**src/rtl/caravel_ext_bus_pkg.sv**
```systemverilog
// caravel_ext_bus_pkg: shared frame codes, byte counts and master FSM states.
// Used by caravel_ext_bus and ext_bus_parity; no ports.
package caravel_ext_bus_pkg;

    localparam logic [7:0] CMD_RD = 8'h02;
    localparam logic [7:0] CMD_WR = 8'h03;
    localparam logic [7:0] ACK_RD = 8'h82;
    localparam logic [7:0] ACK_WR = 8'h83;
    localparam logic [7:0] IDLE_BYTE = 8'h00;

    localparam int ADDR_BYTES = 4;
    localparam int DATA_BYTES = 8;

    typedef enum logic [2:0] {
        IDLE,
        SEND_CMD,
        SEND_ADDR,
        SEND_SEL,
        SEND_DATA,
        WAIT_ACK,
        RECV_DATA,
        DONE
    } state_t;

endpackage

```
**src/rtl/ext_bus_parity.sv**
```systemverilog
// ext_bus_parity: odd-parity bit for one bus byte (9-bit word has odd weight).
// Ports: data_i byte in, pty_o parity bit out.
module ext_bus_parity (
    input  logic [7:0] data_i,
    output logic       pty_o
);

    always_comb pty_o = ~^data_i;

endmodule

```
**src/rtl/caravel_ext_bus.sv**
```systemverilog
// caravel_ext_bus: Wishbone classic slave bridged to a byte-wide external bus at clk/2.
// Ports: clk/rst, wb_* Wishbone slave, ext_bus_clk/out/pty_out to the external slave,
// ext_bus_in/pty_in from it, bus_error sticky parity/protocol error flag.
module caravel_ext_bus
    import caravel_ext_bus_pkg::*;
#(
    parameter int ACK_TIMEOUT = 1024
) (
    input  logic        clk,
    input  logic        rst,
    input  logic        wb_cyc,
    input  logic        wb_stb,
    input  logic        wb_we,
    input  logic [31:0] wb_adr,
    input  logic [63:0] wb_dat_w,
    input  logic [7:0]  wb_sel,
    output logic [63:0] wb_dat_r,
    output logic        wb_ack,
    output logic        wb_err,
    output logic        ext_bus_clk,
    output logic [7:0]  ext_bus_out,
    output logic        ext_bus_pty_out,
    input  logic [7:0]  ext_bus_in,
    input  logic        ext_bus_pty_in,
    output logic        bus_error
);

    localparam int TW = $clog2(ACK_TIMEOUT + 1);

    state_t        state_q;
    logic          bclk_q;
    logic [7:0]    out_q;
    logic          we_q;
    logic [31:0]   adr_q;
    logic [7:0]    sel_q;
    logic [63:0]   dat_q;
    logic [63:0]   rdat_q;
    logic [2:0]    cnt_q;
    logic [TW-1:0] tmr_q;
    logic          ack_q;
    logic          err_q;
    logic          berr_q;
    logic          drop_q;
    logic          rx_pty;
    logic          rx_bad;
    logic          fall;
    logic          rise;
    logic          fin_ok;
    logic [7:0]    exp_ack;

    ext_bus_parity u_tx_pty (.data_i(out_q),      .pty_o(ext_bus_pty_out));
    ext_bus_parity u_rx_pty (.data_i(ext_bus_in), .pty_o(rx_pty));

    // bclk_q high means this edge drives the bus clock low (transmit edge),
    // low means this edge drives it high (receive sample edge).
    assign fall    = bclk_q;
    assign rise    = !bclk_q;
    assign rx_bad  = ext_bus_pty_in != rx_pty;
    assign exp_ack = we_q ? ACK_WR : ACK_RD;
    // A completion is reported only if the master kept the cycle open throughout.
    assign fin_ok  = wb_cyc && !drop_q;

    assign ext_bus_clk = bclk_q;
    assign ext_bus_out = out_q;
    assign wb_dat_r    = rdat_q;
    assign wb_ack      = ack_q;
    assign wb_err      = err_q;
    assign bus_error   = berr_q;

    always_ff @(posedge clk or posedge rst) begin
        if (rst) begin
            state_q <= IDLE;
            bclk_q  <= 1'b0;
            out_q   <= IDLE_BYTE;
            we_q    <= 1'b0;
            adr_q   <= '0;
            sel_q   <= '0;
            dat_q   <= '0;
            rdat_q  <= '0;
            cnt_q   <= '0;
            tmr_q   <= '0;
            ack_q   <= 1'b0;
            err_q   <= 1'b0;
            berr_q  <= 1'b0;
            drop_q  <= 1'b0;
        end else begin
            bclk_q <= !bclk_q;
            ack_q  <= 1'b0;
            err_q  <= 1'b0;
            if (state_q != IDLE && !wb_cyc)
                drop_q <= 1'b1;
            case (state_q)
                IDLE: if (fall && wb_cyc && wb_stb) begin
                    we_q    <= wb_we;
                    adr_q   <= wb_adr;
                    sel_q   <= wb_sel;
                    dat_q   <= wb_dat_w;
                    drop_q  <= 1'b0;
                    out_q   <= wb_we ? CMD_WR : CMD_RD;
                    state_q <= SEND_CMD;
                end
                SEND_CMD: if (fall) begin
                    out_q   <= adr_q[7:0];
                    adr_q   <= adr_q >> 8;
                    cnt_q   <= '0;
                    state_q <= SEND_ADDR;
                end
                SEND_ADDR: if (fall) begin
                    if (cnt_q != 3'(ADDR_BYTES - 1)) begin
                        out_q <= adr_q[7:0];
                        adr_q <= adr_q >> 8;
                        cnt_q <= cnt_q + 3'd1;
                    end else if (we_q) begin
                        out_q   <= sel_q;
                        state_q <= SEND_SEL;
                    end else begin
                        out_q   <= IDLE_BYTE;
                        tmr_q   <= '0;
                        state_q <= WAIT_ACK;
                    end
                end
                SEND_SEL: if (fall) begin
                    out_q   <= dat_q[7:0];
                    dat_q   <= dat_q >> 8;
                    cnt_q   <= '0;
                    state_q <= SEND_DATA;
                end
                SEND_DATA: if (fall) begin
                    if (cnt_q != 3'(DATA_BYTES - 1)) begin
                        out_q <= dat_q[7:0];
                        dat_q <= dat_q >> 8;
                        cnt_q <= cnt_q + 3'd1;
                    end else begin
                        out_q   <= IDLE_BYTE;
                        tmr_q   <= '0;
                        state_q <= WAIT_ACK;
                    end
                end
                WAIT_ACK: if (rise) begin
                    if (ext_bus_in == IDLE_BYTE) begin
                        // Idle bytes are ignored but count towards the timeout.
                        if (tmr_q == TW'(ACK_TIMEOUT - 1)) begin
                            err_q   <= fin_ok;
                            state_q <= DONE;
                        end else begin
                            tmr_q <= tmr_q + TW'(1);
                        end
                    end else if (rx_bad || ext_bus_in != exp_ack) begin
                        berr_q  <= 1'b1;
                        err_q   <= fin_ok;
                        state_q <= DONE;
                    end else if (we_q) begin
                        ack_q   <= fin_ok;
                        state_q <= DONE;
                    end else begin
                        cnt_q   <= '0;
                        state_q <= RECV_DATA;
                    end
                end
                RECV_DATA: if (rise) begin
                    if (rx_bad) begin
                        berr_q  <= 1'b1;
                        err_q   <= fin_ok;
                        state_q <= DONE;
                    end else begin
                        // Bytes arrive LSB first: shift in from the top.
                        rdat_q <= {ext_bus_in, rdat_q[63:8]};
                        cnt_q  <= cnt_q + 3'd1;
                        if (cnt_q == 3'(DATA_BYTES - 1)) begin
                            ack_q   <= fin_ok;
                            state_q <= DONE;
                        end
                    end
                end
                DONE: state_q <= IDLE;
                default: state_q <= IDLE;
            endcase
        end
    end

endmodule

```
**config.mk**
```make
export PLATFORM = sky130hd
export DESIGN_NAME = caravel_ext_bus
export DESIGN_NICKNAME = d
export VERILOG_FILES = /design/src/rtl/caravel_ext_bus_pkg.sv /design/src/rtl/ext_bus_parity.sv /design/src/rtl/caravel_ext_bus.sv
export SDC_FILE = /design/constraint.sdc
export NUM_CORES = 1
export LEC_CHECK = 0
export ABC_CLOCK_PERIOD_IN_PS = 18000
export CELL_PAD_IN_SITES_DETAIL_PLACEMENT = 1
export CELL_PAD_IN_SITES_GLOBAL_PLACEMENT = 1
export CORE_ASPECT_RATIO = 0.6
export CORE_UTILIZATION = 35
export DETAILED_ROUTE_END_ITERATION = 12
export PLACE_DENSITY = 0.72
export SLEW_MARGIN = 20
export SYNTH_ARGS = -nofsm -noshare
export SYNTH_HDL_FRONTEND = slang
export SYNTH_SLANG_ARGS = --single-unit
```
**constraint.sdc**
```tcl
create_clock -name clk -period 18 [get_ports clk]
set_input_delay 3.6 -clock clk [delete_from_list [all_inputs] [get_ports clk]]
set_output_delay 3.6 -clock clk [all_outputs]
set_load 0.02 [all_outputs]
```
-- Word level (Yosys, flattened, before mapping)
Cells that the tools add are included.
Widths: inputs -> output; s select.
- flip-flop bits (word level): 199
- input port bits: 118
- word-level logic and storage cells: 166
- add/sub/neg operators: 2
- equality and inequality tests: 36
- muxes and demuxes: 83
- bitwise operators: 2
- reduce and logical (&&, ||, !) cells: 29
- operators by type and width (cell ; count):
    $mux 64 ; 4
    $pmux 64 s3 ; 1
    $mux 32 ; 4
    $pmux 32 s3 ; 1
    $mux 11 ; 8
    $mux 3 ; 25
    $mux 8 ; 8
    $ne 2x2->1 const B ; 20
    $pmux 8 s5 ; 1
    $pmux 11 s3 ; 1
    $mux 1 ; 25
    $pmux 3 s8 ; 1
    $reduce_xnor 8->1 ; 2
    $eq 3x3->1 const B ; 5
    $pmux 3 s5 ; 1
    $reduce_and 12->1 ; 1
    $reduce_and 6->1 ; 2
    $reduce_bool 3->1 ; 4
    $add 11x1->11 const B ; 1
    $eq 11x10->1 const B ; 1
    $reduce_and 11->1 ; 1
    $reduce_and 5->1 ; 2
    $reduce_bool 5->1 ; 2
    $ne 3x3->1 const B ; 3
    19 further kinds ; 28

-- Depth between registers and ports, before layout
Gate-level depths: netlist of the first run.
- depth in word-level cells: 7
- depth in mapped cells: 10
- depth with buffers taken out: 7

-- By module
From an unflattened synthesis of the first run, not the netlist that was laid out.
- cells, all modules: 918
- area total of the unflattened synthesis: 9587.9 um^2
- by module, submodules not included (module ; times used ; cells each ; area an instance (um^2) ; sequential area each (um^2)):
    caravel_ext_bus ; 1 ; 904 ; 9465.3 ; 4979.8
    ext_bus_parity ; 2 ; 7 ; 61.3 ; 0.0

-- Least setup slack after synthesis of the first run
No wires, ideal clock.
- path kind: input -> register
- from: input ext_bus_in[0]
- to: register rdat_q[58], in the netlist wb_dat_r[58]
- setup time: 0.125 ns
- arrival time: 5.488 ns
- required time: 17.875 ns
- setup slack: 12.387 ns
- cell stages on the path: 7
- buffers on the path: 1
- cell sequence: inv_1 ha_1 xnor3_2 xnor2_4 nor3_4 buf_6 mux2_2
- cells in the longest elaborated chain, start to end: 4
- RTL lines (what ; line ; text):
    start, declared ; caravel_ext_bus.sv:23 ; input logic [7:0] ext_bus_in,
    $reduce_xnor 8->1 ; ext_bus_parity.sv:8 ; always_comb pty_o = ~^data_i;
    $ne 1x1->1 ; caravel_ext_bus.sv:58 ; assign rx_bad = ext_bus_pty_in != rx_pty;
    $not 1->1 (no line) ; - ;
    $reduce_and 3->1 (no line) ; - ;
    end signal, assigned ; caravel_ext_bus.sv:167 ; rdat_q <= {ext_bus_in, rdat_q[63:8]};
    end, declared ; caravel_ext_bus.sv:37 ; logic [63:0] rdat_q;
Every way passes these cells.
A chain may end at the register's enable or synchronous reset.

-- Final worst setup path of the first run
- from: input ext_bus_in[0]
- to: register rdat_q[38], in the netlist wb_dat_r[38]
Same word-level chain as after synthesis.

==> results of run 1 <==
==> critical path, stage by stage <==
cell	delay, ns
clkdlybuf4s50_1	0.58
inv_1	0.09
ha_1	0.28
xnor3_2	0.46
xnor2_4	0.20
nor3_4	0.18
buf_4	0.67
mux2_2	0.43
==> worst paths after layout <==
kind / from / end / slack, ns / cells past startpoint
setup / recovery: ext_bus_in[0] / wb_dat_r[38]$_DFFE_PP0P_ / 11.80 / 8
hold / removal: dat_q[33]$_DFFE_PP0P_ / dat_q[33]$_DFFE_PP0P_ / 0.48 / 2
setup reg to reg: state_q[2]$_DFFE_PP0P_ / dat_q[17]$_DFFE_PP0P_ / 14.71 / 5
hold reg to reg: dat_q[33]$_DFFE_PP0P_ / dat_q[33]$_DFFE_PP0P_ / 0.48 / 2
max in group asynchronous: rst / wb_dat_r[23]$_DFFE_PP0P_ / 13.06 / 3
min in group asynchronous: rst / dat_q[20]$_DFFE_PP0P_ / 3.72 / 2
==> area by class of cell <==
type / instances / area, µm²
inverter: 25 / 101
clock buffer: 18 / 439
sequential: 199 / 4980
tap: 352 / 440
fill: 2814 / 13600
multi-input combinational: 552 / 3900
timing repair buffer: 201 / 2000
antenna: 2 / 5.00
clock inverter: 13 / 98.8
==> cells in the final DEF (no fill, tap or decap), types with 3 or more instances in the layout <==
master | Yosys | final
and2_1 | 4 | 4
a211o_1 | 3 | 3
buf_4 | 0 | 6
mux2_2 | 70 | 70
mux2i_1 | 81 | 81
nand3_1 | 16 | 16
and3_1 | 5 | 5
and4_1 | 3 | 3
clkbuf_16 | 0 | 17
xnor2_1 | 7 | 7
o31ai_1 | 3 | 3
inv_6 | 0 | 4
inv_1 | 25 | 24
nor3_1 | 4 | 3
o21ai_0 | 97 | 96
mux2_1 | 6 | 6
a222oi_1 | 7 | 7
ha_1 | 9 | 9
nor2_1 | 38 | 38
nor2b_1 | 7 | 7
clkinv_2 | 0 | 4
dfrtp_1 | 199 | 199
nand4_1 | 4 | 4
nand2b_1 | 4 | 4
a31oi_1 | 9 | 9
clkdlybuf4s50_1 | 0 | 194
nand2_1 | 98 | 98
a21oi_1 | 36 | 34
==> state kept, by name (all words and copies together), names as in the netlist <==
signal       count
sel_q            8
adr_q           32
we_q             1
cnt_q            3
ext_bus_out      8
bus_error        1
ext_bus_clk      1
wb_err           1
tmr_q           11
wb_dat_r        64
drop_q           1
wb_ack           1
state_q          3
dat_q           64
==> power by group through the flow <==
stage	clock [µW]	sequential [µW]	combinational (µW)
2_1_floorplan	0	707	523
3_3_place_gp	0	719	742
4_1_cts	371	718	772
5_1_grt	388	737	849
6_report	361	716	756
3_5_place_dp	0	725	767
==> per-stage QoR <==
step	util, %	setup WS, ns
detailed placement	44.7	11.35
global route	46.8	11.69
finish	46.8	11.80
floorplan	-	8.97
CTS	46.8	11.83
global placement	44.7	11.43
==> cell families (layout without fill, tap and decap cells) <==
| kind of cell | Yosys count | in the layout |
|---|---|---|
| DFF | 199 | 199 |
| and+or+nand+nor | 198 | 198 |
| AOI/OAI and AO/OA | 176 | 176 |
| muxes | 158 | 158 |
| buffers and inverters | 78 | 257 |
| xor gates and xnor gates | 11 | 11 |
| adders and majority gates | 9 | 9 |
| other | 0 | 2 |
==> routing by layer <==
layer	vias up	track usage, %
li1	3247	-
met1	3346	26.7
met2	154	28.5
met3	23	6.39
met4	2	5.97
met5	-	0
==> qor.txt, run 1 <==
status - complete, no violations
Post-Route WL - 24800 µm
num rows - 45
CTS Sinks - 199
Hold Path Class - flop to flop
Die Span X - 211 µm
first-pass GRT wire length - 39900 µm
Setup Skew - 0.00684 ns
Area after DPL - 0.0114 mm²
Met1 Wirelength - 11800 µm
peak supply drop - 0.0729 mV
Fin. Hold Viols - 0
core area - 0.0256 mm²
synth top area cells - dfrtp_1 54%, mux2i_1 8.8%, mux2_2 8.6%, o21ai_0 5.3%, nand2_1 4.0%
Data required, critical path - 18.33 ns
cell with the most instances after synthesis - dfrtp_1
#FFs+latches synth - 199
Critical Path Sink Type - flop
cts hold-fix bufs - 0
Setup TNS Final - 0 ns
share of layout cells above drive strength 1 - 12.2%
P_int - 1110 µW
post-synthesis compound-gate area fraction - 11.0%
Layout Cells excl Fill - 1362
worst skew pair latency - 0.45 ns
Max clock buf depth - 2
I/O Pins - 195
ys async rst share - 100%
Clk pwr share - 19.7%
Avg Inst Size Synth - 11.1 µm²
sequential share of the synthesized area - 54.1%
CTS root buffer - clkbuf_16
power consumption - 1830 µW
critical path arrival - 6.53 ns
Slew Viols, Final - 0
max cap viols - 0
Syn. warnings - 0
Avg Vias per Cell - 4.97
clock-pin slew on the worst setup and hold paths - 0.07 ns
count of cell types in the netlist - 62
initial core utilization - 36.0%
worst hold margin - 0.478 ns
critical path launch point type - primary input
Final HPWL DP - 17800 µm
TritonCTS Buffers - 17
Net Sw Frac - 39.2%
Antenna Nets Post-Route - 0
P per Cell Area - 153 mW/mm²
combinational share of power - 41.3%
EDFF count, synth - 0
CTS H-tree depth - 4
area delta synth->final - 29.9%
vias in the first global route - 7028
Commonest cells post-synth - 199 x dfrtp_1, 98 x nand2_1, 97 x o21ai_0
Synth Net Count - 956
Flop pwr share - 39.1%
largest family of logic cells by synthesized area - multiplexers
Post-Synth Adder-Cell Area - 1.22%
RSZ-0062 raised after global routing - false
xor/xnor share of the synthesized area - 1.49%
vias - 6772
actual slew at the worst max-slew pin - 0.981 ns
Overall Global Routing Usage - 19.3%
largest net degree at the start of global routing - 120
die height - 128 µm
mux contribution to synthesized area - 18.3%
post-synth top area cell - dfrtp_1
simple-gate share of the synthesized area - 9.96%
post-route cell area - 0.0120 mm²
Rel. slew slack - 34.6%
Final setup viols - 0
DRC viols - 0
Post-Syn Instances - 829
Leak Pwr - 0.00556 µW
post-CTS setup buffer count - 0
WL met3 - 1750 µm
DR WL/cell - 18.2 µm
Synth top area share - 54.1%
max layer used - met5
Syn Std Cell Area - 0.00921 mm²
Fmax achieved - 161 MHz
gr ovfl total - 0
GPL Wtd Cong - 0.800
sw power - 719 µW
Synth Flop Type - dfrtp_1
antenna violations before repair - 4
nets - 1123
Final Cycle Share - 34.5%
CTS tree - built
post-CTS resize count - 0
PortBufs - 194
minimum clock period - 6.20 ns
Critical Path Fanout Max - 64
Setup Crit Path Kind - primary input to flop
placed cells - 1329
DIE AREA - 0.0270 mm²
DR WL met2 - 10900 µm
DR iter-0 viols - 390
drt pass-1 iters - 5
Note: power is estimated with default switching activity, not from simulation.
==> run 2: changes to the inputs <==
--- a/config.mk
+++ b/config.mk
@@ -5,13 +5,13 @@
 export SDC_FILE = /design/constraint.sdc
 export NUM_CORES = 1
 export LEC_CHECK = 0
-export ABC_CLOCK_PERIOD_IN_PS = 18000
+export ABC_CLOCK_PERIOD_IN_PS = 5700
 export CELL_PAD_IN_SITES_DETAIL_PLACEMENT = 1
 export CELL_PAD_IN_SITES_GLOBAL_PLACEMENT = 1
 export CORE_ASPECT_RATIO = 0.6
 export CORE_UTILIZATION = 35
 export DETAILED_ROUTE_END_ITERATION = 12
-export PLACE_DENSITY = 0.72
+export PLACE_DENSITY = 0.74
 export SLEW_MARGIN = 20
 export SYNTH_ARGS = -nofsm -noshare
 export SYNTH_HDL_FRONTEND = slang
==> constraint.sdc (replaced) <==
create_clock -name clk -period 5.7 [get_ports clk]
set_input_delay 1.14 -clock clk [delete_from_list [all_inputs] [get_ports clk]]
set_output_delay 1.14 -clock clk [all_outputs]
set_load 0.02 [all_outputs]
==> run 2 against run 1 <==
Against the previous run: first-iteration DRC count fell by 6.2%; sequential power rose to 3.1 times the previous value; register-to-register slack lost 12 ns; cell count is 0.51% higher; via count is 0.65% higher; setup slack worse by 9.6 ns; largest power group unchanged; final area up 1.1%; largest cell class unchanged; critical path depth unchanged; worst hold slack better by 0.0014 ns; highest routed layer unchanged; count of clock-buffer cells in the layout decreased by 1; clock skew up 0.0010 ns; total power rose to 3.2 times the previous value.
==> qor.txt, run 2 (same netlist as run 1, synthesis figures left out) <==
area delta synth->final - 31.3%
R2R depth - 6
placed cells - 1333
Rel. slew slack - 36.8%
Setup Skew - 0.00786 ns
clock-pin slew on the worst setup and hold paths - 0.07 ns
status - complete, no violations
Setup TNS Final - 0 ns
Critical Path Fanout Max - 37
Slew Viols, Final - 0
worst skew pair latency - 0.45 ns
I/O Pins - 195
DRC viols - 0
Fin. Hold Viols - 0
leading cell type in the layout, fill and taps excluded - dfrtp_1
reg2reg end - adr_q[27]$_DFFE_PP0P_
DIE AREA - 0.0270 mm²
Hold Path Depth - 2
GPL Wtd Cong - 0.854
Hold Path Class - flop to flop
final setup margin - 2.24 ns
Final HPWL DP - 18900 µm
post-CTS resize count - 0
first-pass GRT wire length - 41700 µm
PortBufs - 194
Layout Cells excl Fill - 1369
cts hold-fix bufs - 0
CTS root buffer - clkbuf_16
Die Span X - 211 µm
largest net degree at the start of global routing - 112
worst r2r src - state_q[0]$_DFFE_PP0P_
core area - 0.0256 mm²
Hold Path Sink - dat_q[61]$_DFFE_PP0P_
CTS H-tree depth - 4
Fmax achieved - 289 MHz
CTS tree - built
share of layout cells above drive strength 1 - 12.6%
Critical Path Sink Type - flop
Antenna Nets Post-Route - 0
vias in the first global route - 7283
peak supply drop - 0.324 mV
Overall Global Routing Usage - 20.4%
hold_sp - dat_q[61]$_DFFE_PP0P_
slack of the worst reg-to-reg path - 3.01 ns
Setup Crit Path Kind - primary input to flop
Max clock buf depth - 2
critical path launch point type - primary input
critical path arrival - 3.79 ns
TritonCTS Buffers - 17
Leak Pwr - 0.00561 µW
CTS Sinks - 199
num rows - 45
dpl ws - 1.80 ns
highest-count cells in the layout ignoring fill and taps - 199 x dfrtp_1, 194 x clkdlybuf4s50_1, 98 x nand2_1
drt pass-1 iters - 5
gr ovfl total - 0
Avg Vias per Cell - 4.98
Post-Route WL - 26200 µm
Final Cycle Share - 60.6%
antenna violations before repair - 5
P per Cell Area - 490 mW/mm²
nets - 1127
die height - 128 µm
minimum clock period - 3.46 ns
Data required, critical path - 6.04 ns
DR iter-0 viols - 366
actual slew at the worst max-slew pin - 0.948 ns
initial core utilization - 36.0%
Final setup viols - 0
RSZ-0062 raised after global routing - false
vias - 6816
DR WL/cell - 19.1 µm
post-CTS setup buffer count - 0
max cap viols - 0
## run 2: area by class of cell
type / count / area (µm²)
inverter: 25 / 97.6
fill: 2766 / 13500
sequential: 199 / 4980
clock buffer: 17 / 425
multi-input combinational: 552 / 3900
clock inverter: 15 / 190
tap: 352 / 440
timing repair buffer: 205 / 2050
antenna: 4 / 10.0
## run 2: per-stage QoR
| stage | hold slack [ns] | instance area, µm² | utilization [%] | total power [µW] |
|---|---|---|---|---|
| finish | 0.480 | 12100 | 47.3 | 5920 |
| detailed placement | 0.469 | 11500 | 44.9 | 4700 |
| CTS | 0.486 | 12100 | 47.3 | 6000 |
| global route | 0.506 | 12100 | 47.3 | 6360 |
| global placement | 0.461 | 11500 | 44.9 | 4600 |
| floorplan | 0.445 | 9220 | - | 3880 |
## run 2: power by group
| part | leakage, µW | switching, µW | internal (µW) |
|---|---|---|---|
| Sequential | 0.00254 | 342 | 1900 |
| Clock | 0.000293 | 580 | 700 |
| Combinational | 0.00278 | 1350 | 1060 |
## run 2: layer usage
layer / wire length [µm] / vias up / share of wire, % / global-route usage [%]
li1: - / 3273 / - / -
met1: 12500 / 3363 / 48 / 28.4
met2: 11400 / 151 / 43 / 29.9
met3: 1930 / 25 / 7.4 / 7.10
met4: 308 / 4 / 1.2 / 5.54
met5: 26 / - / 0.099 / 0
## run 2: worst max-delay path by stage
stage	start	endpoint	slack [ns]	cells past startpoint
floorplan	rst	adr_q[0]$_DFFE_PP0P_	1.99	1
global placement	ext_bus_in[0]	wb_dat_r[25]$_DFFE_PP0P_	1.87	8
detailed placement	ext_bus_in[0]	wb_dat_r[8]$_DFFE_PP0P_	1.80	8
CTS	ext_bus_in[0]	wb_dat_r[9]$_DFFE_PP0P_	2.28	8
global route	ext_bus_in[0]	wb_dat_r[9]$_DFFE_PP0P_	2.16	8
finish	ext_bus_in[0]	wb_dat_r[9]$_DFFE_PP0P_	2.24	8
## run 2: critical path: stages
cell,delay [ns]
clkdlybuf4s50_1,0.53
inv_1,0.09
ha_1,0.29
xnor3_2,0.46
xnor2_4,0.21
nor3_4,0.21
buf_4,0.45
mux2_2,0.40
==> run 3: changes to the inputs <==
--- a/config.mk
+++ b/config.mk
@@ -5,7 +5,7 @@
 export SDC_FILE = /design/constraint.sdc
 export NUM_CORES = 1
 export LEC_CHECK = 0
-export ABC_CLOCK_PERIOD_IN_PS = 5700
+export ABC_CLOCK_PERIOD_IN_PS = 3100
 export CELL_PAD_IN_SITES_DETAIL_PLACEMENT = 1
 export CELL_PAD_IN_SITES_GLOBAL_PLACEMENT = 1
 export CORE_ASPECT_RATIO = 0.6
==> constraint.sdc (replaced) <==
create_clock -name clk -period 3.1 [get_ports clk]
set_input_delay 0.62 -clock clk [delete_from_list [all_inputs] [get_ports clk]]
set_output_delay 0.62 -clock clk [all_outputs]
set_load 0.02 [all_outputs]
==> run 3 against run 2 <==
Against the previous run: total power rose by 84%; sequential power rose by 83%; worst hold slack got worse by 0.00089 ns; largest cell class unchanged; wire length fell by 0.95%; via count rose by 2.5%; critical path type unchanged; critical path depth did not move.
==> qor.txt, run 3 (same netlist as run 1, synthesis figures left out) <==
minimum clock period - 2.75 ns
RSZ-0062 raised after global routing - false
Avg Vias per Cell - 5.03
CTS root buffer - clkbuf_16
Clk pwr share - 19.7%
cts hold-fix bufs - 0
share of layout cells above drive strength 1 - 14.0%
status - complete, no violations
Final Cycle Share - 88.7%
fillers - 2813
DR WL met2 - 11200 µm
final setup margin - 0.349 ns
core area - 0.0256 mm²
Critical Path Sink Type - flop
Post-Route WL - 25900 µm
Met1 Wirelength - 12700 µm
post-CTS resize count - 0
Setup Crit Path Kind - primary input to flop
combinational share of power - 42.8%
Setup TNS Final - 0 ns
P per Cell Area - 890 mW/mm²
vias - 6983
WL met3 - 1710 µm
peak supply drop - 0.612 mV
DRC viols - 0
area delta synth->final - 33.0%
antenna violations before repair - 7
R2R depth - 5
worst skew pair latency - 0.45 ns
DIE AREA - 0.0270 mm²
Rel. slew slack - 52.6%
initial core utilization - 36.0%
Fin. Hold Viols - 0
Net Sw Frac - 38.3%
Data required, critical path - 3.43 ns
Final HPWL DP - 19300 µm
post-CTS setup buffer count - 0
Leak Pwr - 0.00571 µW
Critical Path Fanout Max - 36
critical path arrival - 3.08 ns
num rows - 45
CP max-delay cell - clkdlybuf4s50_1
Antenna Nets Post-Route - 0
critical-path cell list - clkdlybuf4s50_1 -> inv_1 -> ha_1 -> xnor3_2 -> xnor2_4 -> nor3_4 -> buf_12 -> mux2_2
CTS Sinks - 199
drt pass-1 iters - 4
Setup Skew - 0.00807 ns
GPL Wtd Cong - 0.827
gr ovfl total - 0
I/O Pins - 195
Max clock buf depth - 2
largest net degree at the start of global routing - 87
power consumption - 10900 µW
max cap viols - 0
CP max stage delay - 0.48 ns
Final setup viols - 0
Overall Global Routing Usage - 20.1%
highest-count cells in the layout ignoring fill and taps - 199 x dfrtp_1, 194 x clkdlybuf4s50_1, 98 x nand2_1
Hold Path Class - flop to flop
leading cell type in the layout, fill and taps excluded - dfrtp_1
CTS H-tree depth - 4
actual slew at the worst max-slew pin - 0.711 ns
first-pass GRT wire length - 41400 µm
P_int - 6730 µW
vias in the first global route - 7347
DR iter-0 viols - 436
critical path launch point type - primary input
Hold Path Depth - 2
clock-pin slew on the worst setup and hold paths - 0.07 ns
DR WL/cell - 18.7 µm
sw power - 4180 µW
nets - 1147
Slew Viols, Final - 0
Flop pwr share - 37.5%
Fmax achieved - 363 MHz
TritonCTS Buffers - 17
PortBufs - 194
max layer used - met5
Die Span X - 211 µm
dpl ws - -0.121 ns
CTS tree - built
die height - 128 µm
run 3: cell types whose count changed in the layout (fill, tap and decap cells not counted), sizes merged:
cell,before,now
clkinv,4,7
clkinvlp,4,3
bufinv,3,1
diode,4,3
buf,11,31
inv,29,27
clkbuf,17,19
run 3: cell type report:
class	count	area [µm²]	area share (%)
sequential	199	4980	40.6
multi-input combinational	552	3900	31.8
timing repair buffer	225	2270	18.6
tap	352	440	3.59
clock buffer	19	433	3.53
clock inverter	13	124	1.01
inverter	25	97.6	0.796
antenna	3	7.51	0.0613
run 3: per-layer routing:
metal / vias up / global-route usage, %
li1: 3313 / -
met1: 3480 / 28.3
met2: 162 / 29.7
met3: 24 / 6.25
met4: 4 / 6.05
met5: - / 0
run 3: final timing paths:
check | from | end | slack, ns
worst max-delay path | ext_bus_in[0] | wb_dat_r[17]$_DFFE_PP0P_ | 0.35
min in group asynchronous | rst | dat_q[60]$_DFFE_PP0P_ | 0.58
worst min-delay path | dat_q[44]$_DFFE_PP0P_ | dat_q[44]$_DFFE_PP0P_ | 0.48
worst max register to register | state_q[2]$_DFFE_PP0P_ | state_q[0]$_DFFE_PP0P_ | 0.75
worst min register to register | dat_q[44]$_DFFE_PP0P_ | dat_q[44]$_DFFE_PP0P_ | 0.48
max in group asynchronous | rst | wb_dat_r[6]$_DFFE_PP0P_ | 1.77
run 3: power by group through the flow:
stage | combinational [µW] | clock, µW | sequential, µW
after detailed placement | 4700 | 0 | 4140
after CTS | 4720 | 2210 | 4100
final | 4670 | 2150 | 4090
after global placement | 4550 | 0 | 4100
after floorplan | 3040 | 0 | 4100
after global routing | 5180 | 2290 | 4210
run 3: worst max-delay path, delay by kind of cell:
family | cells | cell delay [ns]
muxes | 1 | 0.37
adders and majority gates | 1 | 0.30
and+or+nand+nor | 1 | 0.30
buffers and inverters | 3 | 0.81
xor gates and xnor gates | 2 | 0.67
run 3: stage by stage:
step	hold WS [ns]	std cells	cell area [µm²]	util [%]
after floorplan	0.445	829	9220	-
after global placement	0.461	1353	11700	45.7
after detailed placement	0.469	1353	11700	45.7
after CTS	0.486	1385	12200	47.9
after global routing	0.501	1385	12200	47.9
final	0.479	1388	12300	47.9
